<file path="config.mk">
export PLATFORM = sky130hd
export DESIGN_NAME = regfile_scoreboard
export DESIGN_NICKNAME = d
export VERILOG_FILES = /design/src/rtl/regfile_scoreboard.sv
export SDC_FILE = /design/constraint.sdc
export NUM_CORES = 2
export LEC_CHECK = 0
export BUFFER_PORTS_ARGS = -buffer_cell sky130_fd_sc_hd__buf_2
export CORE_MARGIN = 2
export CORE_UTILIZATION = 50
export CTS_CLUSTER_DIAMETER = 80
export DETAILED_ROUTE_END_ITERATION = 7
export PLACE_DENSITY = 0.64
export RECOVER_POWER = 100
export SLEW_MARGIN = 0
export SYNTH_ARGS = -nofsm -noshare
export SYNTH_HDL_FRONTEND = slang
export SYNTH_SLANG_ARGS = --single-unit
</file>
<file path="constraint.sdc">
create_clock -name Clk -period 7.9 [get_ports Clk]
set_input_delay 1.975 -clock Clk [delete_from_list [all_inputs] [get_ports Clk]]
set_output_delay 1.975 -clock Clk [all_outputs]
set_load 0.02 [all_outputs]
</file>
<file path="src/rtl/regfile_scoreboard.sv">
// 32 x 32-bit decode-stage register file with write-through bypass and a
// per-register pending-write scoreboard for load-use stall detection.
//
// Ports:
//   Clk, Rst           rising-edge clock, synchronous active-high reset
//   Ra, Rb             read addresses (combinational read, register 0 reads 0)
//   Ra_use, Rb_use     operand is consumed by the decode-stage instruction
//   Qa, Qb             read data, bypassed from D when writeback hits Ra/Rb
//   Wr_en, Wn, D       writeback port; clears the pending bit of Wn
//   Iss_en, Iss_rd     issuing instruction marks Iss_rd pending unless stalled
//   Stall              an in-use operand is still awaiting its producer
//   Pend_cnt           registered population count of pending registers
module regfile_scoreboard #(
    parameter int unsigned DW = 32,
    parameter int unsigned AW = 5
) (
    input  logic          Clk,
    input  logic          Rst,
    input  logic [AW-1:0] Ra,
    input  logic [AW-1:0] Rb,
    input  logic          Ra_use,
    input  logic          Rb_use,
    output logic [DW-1:0] Qa,
    output logic [DW-1:0] Qb,
    input  logic          Wr_en,
    input  logic [AW-1:0] Wn,
    input  logic [DW-1:0] D,
    input  logic          Iss_en,
    input  logic [AW-1:0] Iss_rd,
    output logic          Stall,
    output logic [AW:0]   Pend_cnt
);

    localparam int unsigned NREG = 1 << AW;
    localparam int unsigned CW   = AW + 1;

    logic [DW-1:0]   regs [NREG];
    logic [NREG-1:0] pend;
    logic [NREG-1:0] pend_next;
    logic [CW-1:0]   cnt_next;
    logic            wr_live;
    logic            haz_a;
    logic            haz_b;

    // Writes to register 0 are dropped, so it keeps its reset value of zero.
    assign wr_live = Wr_en && (Wn != '0);

    // Register storage.
    always_ff @(posedge Clk) begin
        if (Rst) begin
            for (int unsigned i = 0; i < NREG; i++) begin
                regs[i] <= '0;
            end
        end else if (wr_live) begin
            regs[Wn] <= D;
        end
    end

    // Read port A with same-cycle writeback bypass.
    always_comb begin
        if (Ra == '0) begin
            Qa = '0;
        end else if (Wr_en && (Wn == Ra)) begin
            Qa = D;
        end else begin
            Qa = regs[Ra];
        end
    end

    // Read port B with same-cycle writeback bypass.
    always_comb begin
        if (Rb == '0) begin
            Qb = '0;
        end else if (Wr_en && (Wn == Rb)) begin
            Qb = D;
        end else begin
            Qb = regs[Rb];
        end
    end

    // A pending operand whose writeback lands this cycle is served by the bypass.
    always_comb begin
        haz_a = Ra_use && (Ra != '0) && pend[Ra] && !(Wr_en && (Wn == Ra));
        haz_b = Rb_use && (Rb != '0) && pend[Rb] && !(Wr_en && (Wn == Rb));
        Stall = haz_a || haz_b;
    end

    // Scoreboard next state: clear on writeback, then set on accepted issue so a
    // newer producer to the same register keeps it pending.
    always_comb begin
        pend_next = pend;
        if (wr_live) begin
            pend_next[Wn] = 1'b0;
        end
        if (Iss_en && !Stall && (Iss_rd != '0)) begin
            pend_next[Iss_rd] = 1'b1;
        end
        pend_next[0] = 1'b0;
    end

    // Population count of the updated scoreboard, excluding register 0.
    always_comb begin
        cnt_next = '0;
        for (int unsigned i = 1; i < NREG; i++) begin
            cnt_next = cnt_next + CW'(pend_next[i]);
        end
    end

    // Scoreboard and pending-count registers.
    always_ff @(posedge Clk) begin
        if (Rst) begin
            pend     <= '0;
            Pend_cnt <= '0;
        end else begin
            pend     <= pend_next;
            Pend_cnt <= cnt_next;
        end
    end

endmodule
</file>
==> flow_results.xml <==
<?xml version="1.0" encoding="UTF-8"?>
<metrics>
  <group name="status">
    <metric name="status" unit="">finished with violations</metric>
    <metric name="violations" unit="">max-capacitance violations, max-slew violations</metric>
  </group>
  <group name="floorplan">
    <metric name="std_cell_rows" unit="">125</metric>
    <metric name="ioPinCount" unit="">129</metric>
    <metric name="initial_utilization" unit="">0.5033</metric>
    <metric name="die_area" unit="um^2">119400</metric>
    <metric name="floorplan.core_area" unit="um^2">115900</metric>
    <metric name="die_y" unit="um">345.5</metric>
    <metric name="chipWidth" unit="um">345.5</metric>
  </group>
  <group name="clock_network">
    <metric name="clock_latency" unit="ns">0.72</metric>
    <metric name="cts-resized-gates" unit="">0</metric>
    <metric name="clkSlewWorstSetupHoldPaths" unit="ns">0.06</metric>
    <metric name="cts_root_buf" unit="">sky130_fd_sc_hd__clkbuf_16</metric>
    <metric name="post_cts_buffers" unit="">0</metric>
    <metric name="ctsHtreeMaxLevel" unit="">3</metric>
    <metric name="clock_tree_buffer_depth" unit="">3</metric>
    <metric name="cts_inserted_buffers" unit="">115</metric>
    <metric name="ctsHoldBuffers" unit="">0</metric>
    <metric name="cts.sinks" unit="">1061</metric>
    <metric name="cts_tree" unit="">built</metric>
  </group>
  <group name="cells_and_area">
    <metric name="final_core_util" unit="">0.5532</metric>
    <metric name="fillCellCount" unit="">9212</metric>
    <metric name="post_layout_nonfiller_instances" unit="">5511</metric>
    <metric name="post_route_cells_drive_above_1_share" unit="">0.2555</metric>
    <metric name="syn_to_final_growth" unit="%">9.928</metric>
    <metric name="net_count_final" unit="">3973</metric>
    <metric name="final_common_cell" unit="">sky130_fd_sc_hd__edfxtp_1</metric>
    <metric name="final_cell_mix" unit="">1,024 x sky130_fd_sc_hd__edfxtp_1, 603 x sky130_fd_sc_hd__mux4_2, 538 x sky130_fd_sc_hd__and2_0</metric>
  </group>
  <group name="global_routing">
    <metric name="overflow" unit="">0</metric>
    <metric name="grt_start_max_net_pins" unit="">114</metric>
    <metric name="antenna_found_initial" unit="">30</metric>
    <metric name="first_global_vias" unit="">37250</metric>
    <metric name="global_route.usage.total" unit="">0.3414</metric>
    <metric name="grt_first_pass_wirelength" unit="mm">284.7</metric>
  </group>
  <group name="timing">
    <metric name="setup_viol" unit="">0</metric>
    <metric name="hold_viol_final" unit="">0</metric>
    <metric name="worst_pin_slew" unit="ns">4.092</metric>
    <metric name="worst_relative_slew_slack" unit="">-1.728</metric>
    <metric name="fin_crit_sh" unit="">0.9942</metric>
    <metric name="fmax" unit="GHz">0.1273</metric>
    <metric name="final.setup.worst_slack" unit="ns">0.04550</metric>
    <metric name="fin_worst_hold_slack" unit="ns">0.5438</metric>
    <metric name="report.final.slew_viol_count" unit="">1907</metric>
    <metric name="rsz0062_at_grt" unit="">false</metric>
    <metric name="min_period" unit="ns">7.854</metric>
    <metric name="timing.clock.skew" unit="ns">0.007338</metric>
  </group>
  <group name="placed_design">
    <metric name="placed_cells_incl_taps" unit="">5292</metric>
    <metric name="dp_worst_setup_slack" unit="ns">-0.4066</metric>
    <metric name="gpl.final_weighted_congestion" unit="">0.9045</metric>
    <metric name="port_buffer_count" unit="">128</metric>
    <metric name="post-dp-hpwl" unit="mm">119.0</metric>
  </group>
  <group name="worst_setup_path">
    <metric name="path_cells" unit="">buf_8 &gt; buf_4 &gt; buf_4 &gt; clkbuf_4 &gt; mux4_2 &gt; mux4_2 &gt; o21ai_0 &gt; o21ai_0 &gt; buf_4 &gt; buf_2</metric>
    <metric name="library_cell_appearing_most_often_on_the_critical_path" unit="">sky130_fd_sc_hd__buf_4</metric>
    <metric name="cp-startpoint" unit="">Ra[1]</metric>
    <metric name="worst_endpoint_required_time" unit="ns">5.93</metric>
    <metric name="end_kind" unit="">primary output</metric>
    <metric name="critPathLaunchType" unit="">primary input</metric>
    <metric name="critical_path_class" unit="">in -&gt; out</metric>
    <metric name="critPathMaxFanout" unit="">59</metric>
    <metric name="worst-endpoint-arrival" unit="ns">5.88</metric>
    <metric name="cp_slowest_cell" unit="">sky130_fd_sc_hd__clkbuf_4</metric>
    <metric name="worstReg2RegStart" unit="">pend[10]$_SDFF_PP0_</metric>
    <metric name="max_stage_delay" unit="ns">1.00</metric>
  </group>
  <group name="power_and_ir_drop">
    <metric name="p_per_area" unit="nW/um^2">214.7</metric>
    <metric name="leakagePower" unit="nW">21.42</metric>
    <metric name="netSwitchingPower" unit="mW">3.568</metric>
    <metric name="share_seq_of_total_power" unit="">0.483</metric>
    <metric name="p_int" unit="mW">10.19</metric>
    <metric name="overall_power_of_the_completed_layout" unit="mW">13.76</metric>
    <metric name="power.share.switching" unit="">0.2593</metric>
    <metric name="clock_network_fraction_of_total_power" unit="">0.379</metric>
    <metric name="power_share_of_the_combinational_group" unit="">0.138</metric>
    <metric name="worst_ir_drop_vdd" unit="mV">0.1656</metric>
  </group>
  <group name="drt">
    <metric name="post-route-drc-count" unit="">0</metric>
    <metric name="avgViaCountPerCell" unit="">6.830</metric>
    <metric name="drt_iter0_drc" unit="">5867</metric>
    <metric name="route.vias.total" unit="">37640</metric>
    <metric name="totalWireLength" unit="mm">203.8</metric>
    <metric name="average_wire_per_cell_in_the_routed_design" unit="um">36.98</metric>
    <metric name="detail_route.first_pass.iterations" unit="">6</metric>
    <metric name="drtAntennaViolNets" unit="">0</metric>
  </group>
  <group name="synth">
    <metric name="mappedNetlistArea" unit="um^2">58330</metric>
    <metric name="synthArstFlopShare" unit="">0</metric>
    <metric name="yosys_most_used_dff" unit="">sky130_fd_sc_hd__edfxtp_1</metric>
    <metric name="synth.avg_cell_area" unit="um^2">15.36</metric>
    <metric name="part_of_the_yosys_area_used_for_sequential_elements" unit="">0.5399</metric>
    <metric name="yosysWarningCount" unit="">0</metric>
    <metric name="syn-instance-count" unit="">3798</metric>
    <metric name="synthDistinctLibCells" unit="">60</metric>
    <metric name="ys_seq_elements" unit="">1061</metric>
    <metric name="synth-edff-count" unit="">1024</metric>
  </group>
  <group name="hold_path">
    <metric name="holdCritPathClass" unit="">reg -&gt; reg</metric>
    <metric name="worst_hold_startpoint" unit="">pend[28]$_SDFF_PP0_</metric>
  </group>
  <group name="flow_run">
    <metric name="drv.max_cap_violation_count" unit="">83</metric>
  </group>
</metrics>
[final cells by class]
type | count | area, um^2 | share of cell area
tap | 1524 | 1907 | 0.02974
antenna | 10 | 25.02 | 0.0003903
multi-input combinational | 2330 | 25030 | 0.3903
clock buffer | 151 | 3069 | 0.04787
timing repair buffer | 344 | 1984 | 0.03095
inverter | 33 | 123.9 | 0.001932
clock inverter | 58 | 490.5 | 0.007650
sequential | 1061 | 31490 | 0.4911
[power groups by stage]
stage / clock network (mW) / registers, mW / logic (mW)
detailed placement: 0 / 6.74 / 1.90
finish: 5.22 / 6.65 / 1.90
global route: 5.45 / 6.68 / 1.96
global placement: 0 / 6.72 / 1.90
CTS: 5.25 / 6.62 / 1.91
floorplan: 0 / 6.69 / 1.20
[synth_stat cells (29+ instances only)]
master / count / area share
sky130_fd_sc_hd__edfxtp_1: 1024 / 0.53
sky130_fd_sc_hd__and2_1: 992 / 0.11
sky130_fd_sc_hd__mux4_2: 603 / 0.23
sky130_fd_sc_hd__clkbuf_1: 262 / 0.017
sky130_fd_sc_hd__mux2i_1: 123 / 0.021
sky130_fd_sc_hd__nand2_1: 84 / 0.0054
sky130_fd_sc_hd__buf_2: 81 / 0.0070
sky130_fd_sc_hd__nor2_1: 78 / 0.0050
sky130_fd_sc_hd__a211oi_1: 59 / 0.0076
sky130_fd_sc_hd__o21ai_0: 52 / 0.0045
sky130_fd_sc_hd__dfxtp_1: 37 / 0.013
sky130_fd_sc_hd__inv_1: 33 / 0.0021
sky130_fd_sc_hd__buf_4: 29 / 0.0037
[registers in the layout (all words and copies together) (netlist names)]
signal,count
regs,1024
Pend_cnt,6
pend,31
[path summary, 6_finish.rpt]
kind,to,slack (ns),depth (start not counted)
min reg2reg,pend[28]$_SDFF_PP0_,0.54,2
max reg2reg,Pend_cnt[4]$_SDFF_PP0_,1.40,20
min,pend[28]$_SDFF_PP0_,0.54,2
max,Qa[18],0.05,10
[critical path: cells and delay by family]
kind                   cells  cell delay, ns
multiplexers               2            0.92
buffers and inverters      6            2.34
AO/OA/AOI/OAI              2            0.50
[layer usage]
metal | global-route usage | vias up | share of wire
li1 | - | 14790 | -
met1 | 0.4730 | 19520 | 0.37
met2 | 0.5154 | 2784 | 0.45
met3 | 0.08444 | 530 | 0.13
met4 | 0.1507 | 10 | 0.052
met5 | 0 | - | 0.00047
[metrics by stage]
| stage | area [um^2] | TNS [ns] |
|---|---|---|
| after floorplan | 58480 | 0 |
| after global placement | 61210 | -0.9807 |
| after detailed placement | 61210 | -1.147 |
| after CTS | 64770 | 0 |
| after global routing | 64100 | 0 |
| final | 64120 | 0 |
[cells by family after synthesis]
| group | after synthesis | share of synthesized area |
|---|---|---|
| AND/OR/NAND/NOR | 1280 | 0.1300 |
| flip-flops | 1061 | 0.5399 |
| multiplexers | 734 | 0.2555 |
| buffers and inverters | 438 | 0.03449 |
| AO/OA/AOI/OAI | 241 | 0.02872 |
| adder cells (fa/ha/maj) | 30 | 0.009396 |
| XOR/XNOR | 13 | 0.001952 |
| other | 1 | 0.00006429 |
Power figures use the tool's default switching activity.
